--- src/rtl/uart_ctrl.sv ---
// uart_ctrl: bus-side controller for the board UART.
// Buffers CPU writes in a TX FIFO and feeds the transmitter one byte at a
// time through a start/busy handshake. Buffers received bytes in an RX FIFO.
// Registers: 0 DATA (push TX / pop RX), 1 STATUS (ro), 2 CTRL, 3 reserved.
// Ports:
//   clk, rst (async, active-low)
//   bus_ce/bus_we/bus_addr/bus_wdata -> bus_rdata/bus_ack (one cycle later)
//   irq                              level interrupt, registered
//   uart_tx_data/uart_tx_start_n     byte + active-low start pulse
//   uart_tx_busy                     transmitter busy
//   uart_rx_data/uart_rx_ready       received byte + one-cycle valid pulse
module uart_ctrl #(
  parameter int TX_DEPTH     = 8,
  parameter int RX_DEPTH     = 8,
  parameter int BUSY_TIMEOUT = 4
) (
  input  logic        clk,
  input  logic        rst,
  input  logic        bus_ce,
  input  logic        bus_we,
  input  logic [1:0]  bus_addr,
  input  logic [31:0] bus_wdata,
  output logic [31:0] bus_rdata,
  output logic        bus_ack,
  output logic        irq,
  output logic [7:0]  uart_tx_data,
  output logic        uart_tx_start_n,
  input  logic        uart_tx_busy,
  input  logic [7:0]  uart_rx_data,
  input  logic        uart_rx_ready
);
  localparam int TAW = $clog2(TX_DEPTH);
  localparam int RAW = $clog2(RX_DEPTH);
  localparam int TW  = $clog2(BUSY_TIMEOUT) + 1;
  localparam logic [TAW:0]  TX_FULL  = (TAW+1)'(TX_DEPTH);
  localparam logic [RAW:0]  RX_FULL  = (RAW+1)'(RX_DEPTH);
  localparam logic [TW-1:0] TMO_LAST = TW'(BUSY_TIMEOUT - 1);

  typedef enum logic [1:0] {IDLE, START, WAIT_BUSY, WAIT_DONE} tx_state_t;
  tx_state_t state, state_nxt;

  logic [7:0]     tx_mem [TX_DEPTH];
  logic [7:0]     rx_mem [RX_DEPTH];
  logic [TAW-1:0] tx_wp, tx_rp;
  logic [RAW-1:0] rx_wp, rx_rp;
  logic [TAW:0]   tx_cnt;
  logic [RAW:0]   rx_cnt;
  logic [TW-1:0]  tmo_cnt;
  logic           rx_ie, tx_ie, rx_overrun, tx_drop;

  logic data_wr, data_rd, stat_rd, ctrl_wr, flush;
  logic tx_full, tx_empty, rx_full, rx_empty, tx_active;
  logic tx_push, tx_pop, rx_push, rx_pop, tmo_hit;
  logic rx_ovr_set, tx_drop_set;
  logic [31:0] status_word, rdata_nxt;
  logic unused_wdata;

  assign unused_wdata = ^bus_wdata[31:8];

  assign data_wr = bus_ce &  bus_we & (bus_addr == 2'd0);
  assign data_rd = bus_ce & ~bus_we & (bus_addr == 2'd0);
  assign stat_rd = bus_ce & ~bus_we & (bus_addr == 2'd1);
  assign ctrl_wr = bus_ce &  bus_we & (bus_addr == 2'd2);
  assign flush   = ctrl_wr & bus_wdata[2];

  assign tx_full   = (tx_cnt == TX_FULL);
  assign tx_empty  = (tx_cnt == '0);
  assign rx_full   = (rx_cnt == RX_FULL);
  assign rx_empty  = (rx_cnt == '0);
  assign tx_active = (state != IDLE);

  assign tx_push = data_wr & ~tx_full;
  assign rx_pop  = data_rd & ~rx_empty;
  // A pop in the same cycle frees the slot, so a capture at full is accepted.
  assign rx_push     = uart_rx_ready & (~rx_full | rx_pop);
  assign rx_ovr_set  = uart_rx_ready & rx_full & ~rx_pop;
  assign tx_drop_set = (data_wr & tx_full) | tmo_hit;

  // TX sequencer
  always_comb begin
    state_nxt = state;
    tx_pop    = 1'b0;
    tmo_hit   = 1'b0;
    case (state)
      IDLE:
        if (!tx_empty && !uart_tx_busy) begin
          tx_pop    = 1'b1;
          state_nxt = START;
        end
      START: state_nxt = WAIT_BUSY;
      WAIT_BUSY:
        if (uart_tx_busy) state_nxt = WAIT_DONE;
        else if (tmo_cnt == TMO_LAST) begin
          tmo_hit   = 1'b1;
          state_nxt = IDLE;
        end
      WAIT_DONE: if (!uart_tx_busy) state_nxt = IDLE;
      default:   state_nxt = IDLE;
    endcase
  end

  always_ff @(posedge clk or negedge rst)
    if (!rst) state <= IDLE;
    else      state <= state_nxt;

  // Decoded from the state register so reset forces it high with no clock.
  assign uart_tx_start_n = (state != START);

  always_ff @(posedge clk or negedge rst)
    if (!rst)                   tmo_cnt <= '0;
    else if (state == START)    tmo_cnt <= '0;
    else if (state == WAIT_BUSY) tmo_cnt <= tmo_cnt + 1'b1;

  always_ff @(posedge clk or negedge rst)
    if (!rst)        uart_tx_data <= '0;
    else if (tx_pop) uart_tx_data <= tx_mem[tx_rp];

  // FIFO storage (no reset needed, guarded by counts)
  always_ff @(posedge clk) begin
    if (tx_push) tx_mem[tx_wp] <= bus_wdata[7:0];
    if (rx_push) rx_mem[rx_wp] <= uart_rx_data;
  end

  // Flush empties both FIFOs; a byte already popped into uart_tx_data still goes out.
  always_ff @(posedge clk or negedge rst)
    if (!rst) begin
      tx_wp <= '0; tx_rp <= '0; tx_cnt <= '0;
      rx_wp <= '0; rx_rp <= '0; rx_cnt <= '0;
    end else if (flush) begin
      tx_wp <= '0; tx_rp <= '0; tx_cnt <= '0;
      rx_wp <= '0; rx_rp <= '0; rx_cnt <= '0;
    end else begin
      if (tx_push) tx_wp <= tx_wp + 1'b1;
      if (tx_pop)  tx_rp <= tx_rp + 1'b1;
      if (tx_push & ~tx_pop)      tx_cnt <= tx_cnt + 1'b1;
      else if (~tx_push & tx_pop) tx_cnt <= tx_cnt - 1'b1;
      if (rx_push) rx_wp <= rx_wp + 1'b1;
      if (rx_pop)  rx_rp <= rx_rp + 1'b1;
      if (rx_push & ~rx_pop)      rx_cnt <= rx_cnt + 1'b1;
      else if (~rx_push & rx_pop) rx_cnt <= rx_cnt - 1'b1;
    end

  // Sticky flags: a new event in the same cycle as a STATUS read survives,
  // since that read could not have reported it.
  always_ff @(posedge clk or negedge rst)
    if (!rst) begin
      rx_overrun <= 1'b0; tx_drop <= 1'b0;
    end else if (flush) begin
      rx_overrun <= 1'b0; tx_drop <= 1'b0;
    end else begin
      if (rx_ovr_set)   rx_overrun <= 1'b1;
      else if (stat_rd) rx_overrun <= 1'b0;
      if (tx_drop_set)  tx_drop <= 1'b1;
      else if (stat_rd) tx_drop <= 1'b0;
    end

  always_ff @(posedge clk or negedge rst)
    if (!rst) begin
      rx_ie <= 1'b0; tx_ie <= 1'b0;
    end else if (ctrl_wr) begin
      rx_ie <= bus_wdata[0]; tx_ie <= bus_wdata[1];
    end

  assign status_word = {16'd0, 8'(rx_cnt), 2'b00, tx_drop, tx_active,
                        rx_overrun, tx_empty, tx_full, ~rx_empty};

  always_comb begin
    rdata_nxt = '0;
    case (bus_addr)
      2'd0:    rdata_nxt = {24'd0, rx_empty ? 8'd0 : rx_mem[rx_rp]};
      2'd1:    rdata_nxt = status_word;
      2'd2:    rdata_nxt = {30'd0, tx_ie, rx_ie};
      default: rdata_nxt = '0;
    endcase
  end

  always_ff @(posedge clk or negedge rst)
    if (!rst) begin
      bus_ack <= 1'b0; bus_rdata <= '0; irq <= 1'b0;
    end else begin
      bus_ack   <= bus_ce;
      bus_rdata <= (bus_ce & ~bus_we) ? rdata_nxt : '0;
      irq       <= (rx_ie & ~rx_empty) | (tx_ie & tx_empty & ~tx_active);
    end

endmodule

--- config.mk ---
export PLATFORM = sky130hd
export DESIGN_NAME = uart_ctrl
export DESIGN_NICKNAME = d
export VERILOG_FILES = /design/src/rtl/uart_ctrl.sv
export SDC_FILE = /design/constraint.sdc
export NUM_CORES = 1
export LEC_CHECK = 0
export BUFFER_PORTS_ARGS = -buffer_cell sky130_fd_sc_hd__buf_4
export CORE_MARGIN = 10
export CORE_UTILIZATION = 58
export CTS_CLUSTER_SIZE = 20
export DETAILED_ROUTE_END_ITERATION = 12
export GPL_TIMING_DRIVEN = 1
export PLACE_DENSITY = 0.78
export REMOVE_ABC_BUFFERS = 1
export SYNTH_ARGS = -nofsm -noshare
export SYNTH_HDL_FRONTEND = slang
export SYNTH_SLANG_ARGS = --single-unit
export TNS_END_PERCENT = 30
--- constraint.sdc ---
create_clock -name clk -period 3.45 [get_ports clk]
set_input_delay 0.345 -clock clk [delete_from_list [all_inputs] [get_ports clk]]
set_output_delay 0.345 -clock clk [all_outputs]
set_load 0.005 [all_outputs]
==> metrics.cfg, run 1 <==
[run_status]
status=finished clean

[cells_and_area]
final_nets=605
syn_to_final_growth_pct=16.77
fin_area_sq_um=8859
diodes=0
drive_gt1_share_pct=25.63

[critical_path]
worst-r2r-setup-slack_ns=0.89
crit_required_ns=3.80
crit_fanout=5
worst-r2r-cell-count=8
critical_path_class=reg2reg
r2r-start=rx_cnt[1]
r2r_end=rx_cnt[3]
cp-end-kind=flip-flop
cp-start-kind=flip-flop
cp.arrival_ns=2.91

[yosys]
synth_compound_area_share_pct=4.338
synthMuxAreaShare_pct=13.18
synth_top_family_by_area=multiplexers
synth_edf_count=128
post-synth-top-area-fraction_pct=50.67
synth.area.top_cells=edfxtp_1 51%, dfrtp_1 17%, mux4_2 9.5%
synth_top_cell_by_area=edfxtp_1
yosysSeqAreaShare_pct=67.49
synthDistinctLibCells=52
synth-simple-area-share_pct=7.521
synth_top_flop_cell=edfxtp_1
syn_avg_cell_area_sq_um=15.97
async_flop_share_pct=28.49
yosysWarnings=0
synth_xor_area_share_pct=0.9236
synth-seq-cells=179
synth_fa_ha_area_share_pct=2.837
syn_area_sq_um=7586
syn_inst=475

[global_route]
grt_pass1_vias=4387
grt_pass1_wl_microns=24310
grt_overflow=0
antenna_found_initial=0
grt_usage_pct=17.77
grt_max_degree=52

[timing]
relSlewSlack_pct=33.27
setup_tns_ns=0
period_share_pct=74.18
finClkSkew_ns=0.006380
post-route-min-period_ns=2.559
tightest_slew_ns=0.9972
drv_slew=0
grt_setup_unrepaired=false
finalSetupViolCount=0
fmax_mhz=390.7
hold_viol_final=0

[placed_design]
port-buffer-count=46
gp_congestion=0.8210
place_area_sq_um=8128
place_hpwl_microns=9928

[pwr]
leakage_nw=3.364
powerDensity_nw_per_um2=807.3
irDropWorstVdd_v=0.0006838

[hold_path]
min_path_cells=1
hold_class=in2reg
hold_start=bus_ce
holdPathEnd=bus_ack

[cts]
insertion_delay_ns=0.43
cts_buffers=17
ctsResizeCount=0
cts_tree=done
cts-root-buf=clkbuf_16
h-tree-depth=4
cts_sinks=179
post_cts_buffers=0
cts_max_path_buffers=2
clkTransAtPathRegs_ns=0.06
holdBufCountCts=1

[job]
maxCapViolCount=0

[floorplanning]
die_area_sq_um=18050
rows=41
coreArea_sq_um=12720
die_h_microns=134.4
ios=91
die_w_microns=134.4
initial_core_util_pct=59.63

[drt]
post_drt_wl_per_cell_microns=21.19
drtPass1Iterations=5
initialDrtViolationCount=287
drt-total-wl_microns=15380
post-route-drc-count=0
num_vias=4176
via_per_inst=5.752
antenna_left=0

## synthesized netlist by cell type, types with 8 or more instances
library cell / n
mux4_2: 32
nor2_1: 39
inv_1: 15
clkbuf_1: 9
buf_4: 20
a21oi_1: 21
o21ai_0: 8
ha_1: 14
nand2_1: 26
nand3_1: 9
edfxtp_1: 128
mux2i_1: 22
dfrtp_1: 51
nand2b_1: 10
## sequential cells by signal, summed over array words and instances, names as in the netlist, 2 cells and up
register      flops
tx_mem           64
rx_wp             3
bus_rdata        12
state             2
tx_rp             3
tx_cnt            4
rx_rp             3
rx_cnt            4
uart_tx_data      8
tx_wp             3
rx_mem           64
tmo_cnt           3
## final cells by class
class,instances,area [sq um]
timing repair buffer,64,483.0
clock inverter,13,277.8
sequential,179,5120
inverter,16,60.06
clock buffer,19,442.9
tap,172,215.2
multi-input combinational,263,2260
fill,818,3864
## routing by layer
metal / routed length, microns / GRT usage (%) / vias to the layer above
met5: 0 / 0 / -
met2: 8296 / 30.68 / 135
met4: 375 / 7.860 / 0
met1: 5858 / 20.27 / 2123
li1: - / - / 1888
met3: 852 / 4.742 / 30
## cells by family after synthesis
group / Yosys count
flops: 179
simple gates: 110
mux: 59
buf+inv: 52
compound gates: 50
fa+ha+maj: 16
xor+xnor: 8
other cells: 1
## critical path, cell delays in order (launching register included)
cell	delay, ns
dfrtp_1	0.44
or4b_1	0.60
o21a_1	0.27
nand2_1	0.16
ha_1	0.29
a21oi_1	0.23
nand2_1	0.08
o22ai_1	0.20
mux2i_1	0.22
## stage by stage
| stage | power [mW] | instances | setup slack [ns] | hold slack (ns) | utilization, % |
|---|---|---|---|---|---|
| 2_1_floorplan | 4.216 | 458 | 1.018 | 0.04941 | - |
| 3_3_place_gp | 4.740 | 693 | 0.9712 | 0.4246 | 63.89 |
| 3_5_place_dp | 4.855 | 693 | 0.8995 | 0.4351 | 63.89 |
| 4_1_cts | 7.201 | 726 | 0.9176 | 0.06114 | 69.63 |
| 5_1_grt | 7.505 | 726 | 0.6891 | 0.06511 | 69.63 |
| 6_report | 7.152 | 726 | 0.8907 | 0.07993 | 69.63 |
## how the worst max path moves through the flow
| stage | from | to | cells after the start |
|---|---|---|---|
| detailed placement | bus_addr[1] | rx_cnt[3] | 9 |
| global route | rx_cnt[1] | rx_cnt[3] | 8 |
| floorplan | rx_cnt[0] | rx_cnt[3] | 8 |
| global placement | bus_addr[1] | rx_cnt[3] | 9 |
| finish | rx_cnt[1] | rx_cnt[3] | 8 |
| CTS | rx_cnt[1] | rx_cnt[3] | 8 |
## placed cells by master (no fill, tap or decap), types with 3 or more instances in the layout
master / count
edfxtp_1: 128
clkbuf_16: 17
buf_4: 63
mux2_2: 4
mux2i_1: 22
nor3_1: 6
o22ai_1: 6
nand2b_1: 10
nor2_1: 39
xnor2_1: 3
a21oi_1: 21
xor2_1: 5
conb_1: 20
and3_1: 4
nand2_1: 26
mux4_2: 32
dfrtp_1: 51
inv_1: 15
bufinv_16: 8
nand3_1: 9
nor2b_1: 3
ha_1: 14
o21ai_0: 8
## report_power, final
group | total (mW) | internal (mW) | switching, mW
logic | 1.81 | 0.952 | 0.860
registers | 3.01 | 2.65 | 0.363
clock network | 2.33 | 1.53 | 0.805
total | 7.15 | 5.12 | 2.03
No activity file was read; power rests on OpenSTA's default activity.
==> run 2: changes to the inputs <==
--- a/config.mk
+++ b/config.mk
@@ -7,11 +7,11 @@
 export LEC_CHECK = 0
 export BUFFER_PORTS_ARGS = -buffer_cell sky130_fd_sc_hd__buf_4
 export CORE_MARGIN = 10
-export CORE_UTILIZATION = 58
+export CORE_UTILIZATION = 52
 export CTS_CLUSTER_SIZE = 20
 export DETAILED_ROUTE_END_ITERATION = 12
 export GPL_TIMING_DRIVEN = 1
-export PLACE_DENSITY = 0.78
+export PLACE_DENSITY = 0.73
 export REMOVE_ABC_BUFFERS = 1
 export SYNTH_ARGS = -nofsm -noshare
 export SYNTH_HDL_FRONTEND = slang
==> constraint.sdc (replaced) <==
create_clock -name clk -period 2.2 [get_ports clk]
set_input_delay 0.22 -clock clk [delete_from_list [all_inputs] [get_ports clk]]
set_output_delay 0.22 -clock clk [all_outputs]
set_load 0.005 [all_outputs]
==> run 2 against run 1 <==
  * The run now ends with negative setup slack left
  * First-iteration DRC count fell by 0.70%
  * Sequential power rose by 52%
  * Cell count increased by 5.6%
  * Hold slack lost 0.058 ns
  * Sequential share of layout area down 1.5 points
  * Core utilization shrank 6.5 points
  * Clock skew is 0.0060 ns higher
  * Non-clock buffer count up 29
  * Die area rose by 9.8%
==> metrics.cfg, run 2 (synthesized netlist as in run 1, its figures left out) <==
[timing]
finClkSkew_ns=0.01243  ; was 0.006380 ns
fmax_mhz=453.1  ; was 390.7 MHz
tightest_slew_ns=0.9057  ; was 0.9972 ns
grt_setup_unrepaired=true  ; was false
setup_tns_ns=-0.007027  ; was 0 ns
post-route-min-period_ns=2.207  ; was 2.559 ns
relSlewSlack_pct=39.40  ; was 33.27%
period_share_pct=100.3  ; was 74.18%
fin_ws_ns=-0.007027  ; was 0.8907 ns
drv_slew=0  ; unchanged
hold_viol_final=0  ; unchanged
finalSetupViolCount=1  ; was 0

[floorplanning]
die_area_sq_um=19820  ; was 18,050 sq um
die_h_microns=140.8  ; was 134.4 microns
coreArea_sq_um=14420  ; was 12,720 sq um
rows=44  ; was 41
initial_core_util_pct=52.59  ; was 59.63%
ios=91  ; unchanged
die_w_microns=140.8  ; was 134.4 microns

[cells_and_area]
stdcell_count=767  ; was 726
layout_commonest_cell=edfxtp_1  ; unchanged
syn_to_final_growth_pct=19.96  ; was 16.77%
drive_gt1_share_pct=31.73  ; was 25.63%
final_nets=634  ; was 605
diodes=0  ; unchanged
reg_top3=rx_mem (64), tx_mem (64), bus_rdata (12)  ; unchanged
post-route-util_pct=63.09  ; was 69.63%
mostFrequentLayoutCells=128 x edfxtp_1, 84 x buf_4, 51 x dfrtp_1  ; was 128 x edfxtp_1, 63 x buf_4, 51 x dfrtp_1

[global_route]
grt_pass1_wl_microns=24240  ; was 24,310 microns
grt_pass1_vias=4410  ; was 4,387
grt_overflow=0  ; unchanged
grt_usage_pct=15.87  ; was 17.77%
grt_max_degree=52  ; unchanged
antenna_found_initial=0  ; unchanged

[drt]
antenna_left=0  ; unchanged
via_per_inst=5.433  ; was 5.752
num_vias=4167  ; was 4,176
initialDrtViolationCount=285  ; was 287
drtPass1Iterations=4  ; was 5
post-route-drc-count=0  ; unchanged
post_drt_wl_per_cell_microns=19.65  ; was 21.19 microns
drt-total-wl_microns=15070  ; was 15,380 microns

[cts]
cts-root-buf=clkbuf_16  ; unchanged
clkTransAtPathRegs_ns=0.07  ; was 0.06 ns
h-tree-depth=4  ; unchanged
cts_sinks=179  ; unchanged
cts_buffers=17  ; unchanged
cts_max_path_buffers=2  ; unchanged
cts_tree=done  ; unchanged
insertion_delay_ns=0.43  ; about the same

[critical_path]
slowest_delay_ns=0.42  ; was 0.60 ns
cp-end-kind=flip-flop  ; unchanged
crit_chain=buf_4 > nor4_4 > o211ai_2 > ha_1 > a21o_2 > a21oi_2 > mux2i_2 > mux2i_1  ; was or4b_1 > o21a_1 > nand2_1 > ha_1 > a21oi_1 > nand2_1 > o22ai_1 > mux2i_1
crit_required_ns=2.56  ; was 3.80 ns
crit_fanout=4  ; was 5
crit_slowest_cell=dfrtp_1  ; was or4b_1
critical_path_class=reg2reg  ; unchanged
cp-start-kind=flip-flop  ; unchanged
cp.arrival_ns=2.56  ; was 2.91 ns

[pwr]
leakage_nw=3.455  ; was 3.364 nW
powerDensity_nw_per_um2=1202  ; was 807.3 nW/um^2
irDropWorstVdd_v=0.0006827  ; was 0.0006838 V

[run_status]
status=complete, but fails checks  ; was finished clean
failed_checks=negative setup slack

[placed_design]
gp_congestion=0.8297  ; was 0.8210
dp.cells=724  ; was 693
place_hpwl_microns=10000  ; was 9928 microns
port-buffer-count=46  ; unchanged

[hold_path]
hold_class=in2reg  ; unchanged

[job]
maxCapViolCount=0  ; unchanged

run 2: cell count changes in the layout (fill, tap and decap cells not counted), moves of 3 or more:
| cell | delta |
|---|---|
| buf_4 | +21 |
| bufinv_16 | -7 |
| dlygate4sd3_1 | +6 |
| ha_1 | -3 |
| inv_8 | +3 |
| nand2_1 | -3 |
| nor2_1 | -3 |
| nor2_2 | +3 |
run 2: layout make-up:
type | instances | area, sq um
timing repair buffer | 93 | 732.0
clock inverter | 15 | 171.4
multi-input combinational | 263 | 2361
inverter | 16 | 60.06
clock buffer | 17 | 425.4
fill | 1038 | 5324
tap | 184 | 230.2
sequential | 179 | 5120
run 2: routing by layer:
layer  part of all wire [%]  global-route usage [%]
met1                     40                   18.63
met3                    4.9                   4.098
met4                   0.98                   6.033
met5                      0                       0
met2                     54                   27.34
run 2: worst paths after layout:
| kind | from | to | slack [ns] | cells after the start |
|---|---|---|---|---|
| setup / recovery | tx_cnt[3] | tx_cnt[3] | -0.007 | 8 |
| hold / removal | uart_rx_data[4] | rx_mem[0][4] | 0.02 | 1 |
| setup reg to reg | tx_cnt[3] | tx_cnt[3] | -0.007 | 8 |
| hold reg to reg | rx_overrun | rx_overrun | 0.52 | 2 |
| max in group asynchronous | rst | rx_rp[0] | 1.35 | 2 |
| min in group asynchronous | rst | state[1] | 0.38 | 2 |
run 2: power breakdown:
part           leakage (nW)  internal (mW)  total, mW  switching (mW)
Sequential             1.79           4.15       4.59           0.435
Combinational          1.38           1.79       3.37            1.58
Clock                 0.282           1.61       2.98            1.37
run 2: stage by stage:
step	worst slack, ns	area, sq um	hold WS, ns	power [mW]
3_5_place_dp	-0.1639	8298	0.3313	7.819
4_1_cts	0.007507	9010	0.0008018	10.92
2_1_floorplan	-0.2322	7440	-0.07559	6.611
5_1_grt	-0.08896	9100	0.01023	11.54
3_3_place_gp	-0.07338	8298	0.3152	7.695
6_report	-0.007027	9100	0.02151	10.94
run 2: worst max-delay path, delay by kind of cell, from the launching register on:
| kind | cells | cell delay [ns] |
|---|---|---|
| fa+ha+maj | 1 | 0.33 |
| flops | 1 | 0.42 |
| simple gates | 1 | 0.31 |
| mux | 2 | 0.43 |
| buf+inv | 1 | 0.16 |
| compound gates | 3 | 0.50 |
run 2: what timing repair did:
action / 4_1_cts / 5_1_grt
hold buffers: 7 / 0
hold endpoints to repair: 78 / 0
setup buffers: 1 / 3
cloned: 0 / 0
setup endpoints to repair: 6 / 53
pin swaps: 0 / 13
gates resized for setup: 7 / 15
